<file path="src/rtl/rr_pkg.sv">
// Shared types and sizing for the round-robin grant encoder and its
// wrap-around priority finder.
package rr_pkg;

  localparam int unsigned N     = 16;
  localparam int unsigned IDX_W = 4;

  typedef enum logic {
    IDLE,
    GRANT
  } rr_state_t;

  typedef logic [IDX_W-1:0] idx_t;

endpackage

</file>
<file path="src/rtl/rr_pick.sv">
// Combinational wrap-around priority finder: lowest set bit of mask at or
// above ptr, otherwise the lowest set bit below ptr.
module rr_pick
  import rr_pkg::*;
(
  input  logic [N-1:0] mask_i,
  input  idx_t         ptr_i,
  output idx_t         idx_o,
  output logic         found_o
);

  idx_t cand;

  // Walk offsets from the far end so the smallest offset from ptr wins.
  always_comb begin
    idx_o   = '0;
    found_o = 1'b0;
    cand    = '0;
    for (int i = N - 1; i >= 0; i--) begin
      cand = ptr_i + idx_t'(i);
      if (mask_i[cand]) begin
        idx_o   = cand;
        found_o = 1'b1;
      end
    end
  end

endmodule

</file>
<file path="src/rtl/rr_grant_encoder.sv">
// Round-robin arbiter producing a binary grant index and valid that feed a
// 4-to-16 decoder; grants are held until ack, withdraw or hold timeout.
module rr_grant_encoder
  import rr_pkg::*;
#(
  parameter int unsigned MAX_HOLD = 15
) (
  input  logic         clk_i,
  input  logic         rst_i,
  input  logic [N-1:0] req_i,
  input  logic         ack_i,
  output logic         gnt_vld_o,
  output idx_t         gnt_idx_o,
  output logic         timeout_o,
  output logic         busy_o
);

  localparam int unsigned CntW = (MAX_HOLD < 2) ? 1 : $clog2(MAX_HOLD + 1);
  localparam logic [CntW-1:0] HoldMax  = CntW'(MAX_HOLD);
  localparam logic [CntW-1:0] HoldLast = CntW'((MAX_HOLD == 0) ? 0 : MAX_HOLD - 1);
  localparam bit TimeoutEn = (MAX_HOLD != 0);

  rr_state_t       state_q, state_d;
  idx_t            ptr_q, ptr_d;
  idx_t            idx_q, idx_d;
  logic [CntW-1:0] hold_q, hold_d;
  logic            timeout_q, timeout_d;

  logic [N-1:0] rem;
  idx_t         idle_idx, rem_idx, idx_inc;
  logic         idle_found, rem_found;
  logic         withdraw, to_hit, release_ev;

  assign idx_inc = idx_q + idx_t'(1);
  assign rem     = req_i & ~(N'(1) << idx_q);

  rr_pick u_pick_idle (
    .mask_i  (req_i),
    .ptr_i   (ptr_q),
    .idx_o   (idle_idx),
    .found_o (idle_found)
  );

  // Back-to-back search starts just past the current holder.
  rr_pick u_pick_rem (
    .mask_i  (rem),
    .ptr_i   (idx_inc),
    .idx_o   (rem_idx),
    .found_o (rem_found)
  );

  assign withdraw   = ~req_i[idx_q];
  assign to_hit     = TimeoutEn && (hold_q == HoldLast);
  assign release_ev = ack_i | withdraw | to_hit;

  always_comb begin
    state_d   = state_q;
    ptr_d     = ptr_q;
    idx_d     = idx_q;
    hold_d    = hold_q;
    timeout_d = 1'b0;
    unique case (state_q)
      IDLE: begin
        if (idle_found) begin
          state_d = GRANT;
          idx_d   = idle_idx;
          hold_d  = '0;
        end
      end
      GRANT: begin
        if (release_ev) begin
          // Timeout only counts when neither ack nor withdraw claimed the release.
          timeout_d = to_hit & ~ack_i & ~withdraw;
          ptr_d     = idx_inc;
          hold_d    = '0;
          if (rem_found) begin
            idx_d = rem_idx;
          end else begin
            state_d = IDLE;
          end
        end else if (hold_q != HoldMax) begin
          hold_d = hold_q + CntW'(1);
        end
      end
      default: begin
        state_d = IDLE;
      end
    endcase
  end

  always_ff @(posedge clk_i or posedge rst_i) begin
    if (rst_i) begin
      state_q   <= IDLE;
      ptr_q     <= '0;
      idx_q     <= '0;
      hold_q    <= '0;
      timeout_q <= 1'b0;
    end else begin
      state_q   <= state_d;
      ptr_q     <= ptr_d;
      idx_q     <= idx_d;
      hold_q    <= hold_d;
      timeout_q <= timeout_d;
    end
  end

  assign gnt_vld_o = (state_q == GRANT);
  assign busy_o    = (state_q != IDLE);
  assign gnt_idx_o = idx_q;
  assign timeout_o = timeout_q;

endmodule

</file>
<file path="config.mk">
export PLATFORM = sky130hd
export DESIGN_NAME = rr_grant_encoder
export DESIGN_NICKNAME = d
export VERILOG_FILES = /design/src/rtl/rr_pkg.sv /design/src/rtl/rr_pick.sv /design/src/rtl/rr_grant_encoder.sv
export SDC_FILE = /design/constraint.sdc
export NUM_CORES = 1
export LEC_CHECK = 0
export CAP_MARGIN = 5
export CORE_MARGIN = 2
export CORE_UTILIZATION = 49
export CTS_CLUSTER_DIAMETER = 40
export DETAILED_ROUTE_END_ITERATION = 10
export PLACE_DENSITY = 0.72
export SLEW_MARGIN = 20
export SYNTH_ARGS = -nofsm -noshare
export SYNTH_HDL_FRONTEND = slang
export SYNTH_SLANG_ARGS = --single-unit
export TNS_END_PERCENT = 5
</file>
<file path="constraint.sdc">
create_clock -name clk_i -period 5.7 [get_ports clk_i]
set_input_delay 1.14 -clock clk_i [delete_from_list [all_inputs] [get_ports clk_i]]
set_output_delay 1.14 -clock clk_i [all_outputs]
set_load 0.02 [all_outputs]
</file>
==> reports/qor.yml <==
critical_path:
  start_kind: "register"
  slowest_delay_ns: 0.57
  cp_max_fo: 13
  path_cells: "ha_1 > xnor2_1 > inv_1 > ha_1 > a21oi_1 > xnor2_1 > buf_4 > mux4_2 > nor2_1 > nand4b_1 > nor4_1 > o21ai_2 > a31oi_1 > o32ai_1"
  worstPathRequired_ns: 5.83
  path_class: "reg2reg"
  crit_slowest_cell: "dfrtp_1"
  critPathCaptureType: "register"
  cp.arrival_ns: 4.92
sta:
  slew_headroom_pct: 36.6
  setup_violations: 0
  fin_setup_tns_ns: 0
  rsz0062_at_grt: "no"
  fin_crit_ns: 4.79
  max_freq_mhz: 209
  fin_crit_sh_pct: 84.0
  tightest_slew_ns: 0.951
  hold_viol_final: 0
  fin_worst_skew_ns: 0.00510
  maxSlewViolCount: 0
clocking:
  clk-insertion-delay-late_ns: 0.25
  tritoncts: "yes"
  postCtsSetupBuffers: 0
  cts_hold_buf: 0
  root_buffer: "clkbuf_16"
  clock_path_buffers: 2
  clock-sinks: 14
  cts-resized-gates: 0
  h-tree-depth: 1
  cts_made_buffers: 3
  path_clk_slew_ns: 0.05
detailed_routing:
  ant_nets: 0
  routedWlPerCell_um: 24.5
  via_per_inst: 7.45
  dr.pass1.iters: 6
  drc_errors: 0
  route.vias.total: 6299
  drt_iter0_markers: 790
  drt_wl_total_um: 20700
synthesis:
  synth_top_area_cell: "mux4_2"
  synth.distinct_cells: 85
  mappedNetlistNets: 750
  synth-edff-count: 0
  synth_ff_type: "dfrtp_1"
  synth_area_leaders: "mux4_2 (22%), mux2i_1 (8.6%), dfrtp_1 (5.9%)"
  seq_area_frac_synth_pct: 5.89
  synth-seq-cells: 14
  synth_top_area_share_pct: 22.3
  yosys_warnings: 0
  async_flop_share_pct: 100
  syn_area_um2: 5950
  synth.avg_cell_area_um2: 8.37
  synthCells: 711
floorplan:
  num_rows: 40
  dieArea_um2: 13000
  io_pins: 26
  core_um2: 11900
  die_y_um: 114
  fp.dieW_um: 114
  initial_core_util_pct: 49.9
worst_hold_path:
  hp-class: "reg2reg"
global_routing:
  grt_pass1_wl_um: 33500
  antenna_found_initial: 0
  grt-ovfl-total: 0
  grt_pass1_vias: 5943
  use_met1_pct: 44.7
  grt_busiest_layer: "met2"
  grt_use_met3_pct: 2.49
  track_usage_pct: 32.1
  grt_max_degree: 36
  grtUsageMet2_pct: 52.3
run:
  cap_violations: 0
cells_and_area:
  synthToLayoutAreaGrowth_pct: 6.27
  layout.nets: 739
  drive_above_1_share_pct: 17.0
  diodes: 0
placed_design:
  io_buffers: 25
  place.detailed.hpwl_um: 15700
  gp_congestion: 0.982
status:
  status: "finished, final reports clean"
-- cell usage after synthesis (10+ instances only) --
master,instances
nand2_1,68
mux4_2,59
mux2i_1,51
nor2_1,47
a21oi_1,35
o21ai_0,35
clkbuf_1,29
ha_1,20
inv_1,20
nand2b_1,19
buf_2,18
xnor2_1,18
mux2_2,17
dfrtp_1,14
nor2b_1,14
nand3_1,13
nor3_1,13
a31oi_1,11
o22ai_1,10
-- per-stage QoR --
stage / cell area [um^2] / setup slack (ns) / std cells / hold WS [ns] / utilization (%)
after floorplan: 5950 / 1.21 / 711 / 0.462 / -
after global placement: 6230 / 0.917 / 842 / 0.488 / 52.3
after detailed placement: 6230 / 0.886 / 842 / 0.490 / 52.3
after CTS: 6320 / 1.03 / 846 / 0.503 / 53.1
after global routing: 6320 / 0.636 / 846 / 0.534 / 53.1
final: 6320 / 0.910 / 846 / 0.509 / 53.1
-- flip-flops by register name, indices dropped and copies added (netlist names) --
| name | flops |
|---|---|
| busy_o | 1 |
| gnt_idx_o | 4 |
| hold_q | 4 |
| ptr_q | 4 |
| timeout_o | 1 |
-- placed cells by master (no fill, tap or decap), types with 6 or more instances in the layout --
cell,n
nand3_1,13
a21oi_1,35
a211oi_1,8
nand3b_1,6
o21ai_0,35
nor3b_1,7
o21ai_1,8
nand2b_1,19
nor3_1,13
o22ai_1,10
o31ai_1,8
nand4_1,7
inv_1,20
and2_1,7
buf_4,15
clkdlybuf4s50_1,25
o221ai_1,6
mux2i_1,51
mux4_2,59
xnor2_1,18
o211ai_1,8
a31oi_1,11
ha_1,20
mux2_2,17
dfrtp_1,14
and3_1,8
and3b_1,8
o32ai_1,7
nor2_1,47
nand2_1,68
nor2b_1,14
-- cell type report --
cell class / count / area [um^2]
clock buffer: 4 / 88.8
fill: 1092 / 5590
inverter: 24 / 90.1
multi-input combinational: 617 / 5250
sequential: 14 / 350
tap: 147 / 184
timing repair buffer: 40 / 363
-- cells by family (layout without fill, tap and decap cells) --
kind of cell	after synthesis	in the layout	synth area share, %
AND/OR/NAND/NOR	239	239	20.9
AO/OA/AOI/OAI	207	207	24.9
multiplexers	129	129	34.7
buffers and inverters	80	68	5.93
XOR/XNOR	22	22	3.37
adder cells (fa/ha/maj)	20	20	4.21
flip-flops	14	14	5.89
-- worst max-delay path: cells and delay by family (launching register included) --
| kind | cells | cell delay (ns) |
|---|---|---|
| flops | 1 | 0.57 |
| mux | 1 | 0.51 |
| buf+inv | 2 | 0.57 |
| xor+xnor | 2 | 0.71 |
| compound gates | 4 | 0.73 |
| simple gates | 3 | 0.82 |
| fa+ha+maj | 2 | 0.72 |
-- path summary, 6_finish.rpt --
kind                       depth (start not counted)                  endpoint                      from  slack, ns
setup reg to reg                                  14  gnt_idx_o[0]$_DFFE_PP0P_  gnt_idx_o[0]$_DFFE_PP0P_       0.91
hold / removal                                     1     hold_q[3]$_DFFE_PP0P_     hold_q[3]$_DFFE_PP0P_       0.51
hold reg to reg                                    1     hold_q[3]$_DFFE_PP0P_     hold_q[3]$_DFFE_PP0P_       0.51
max in group asynchronous                          2     hold_q[3]$_DFFE_PP0P_                     rst_i       4.09
setup / recovery                                  14  gnt_idx_o[0]$_DFFE_PP0P_  gnt_idx_o[0]$_DFFE_PP0P_       0.91
min in group asynchronous                          2          busy_o$_DFF_PP0_                     rst_i       1.24
-- routing by layer --
layer  vias to the layer above  wire length [um]
li1                       2775                 -
met1                      3061              8560
met2                       385              9600
met3                        78              1620
met4                         0               961
met5                         -                 0
Power is left out: the tool's default activity adds up to more than one toggle a clock period on the data nets, which glitch-free logic cannot reach.
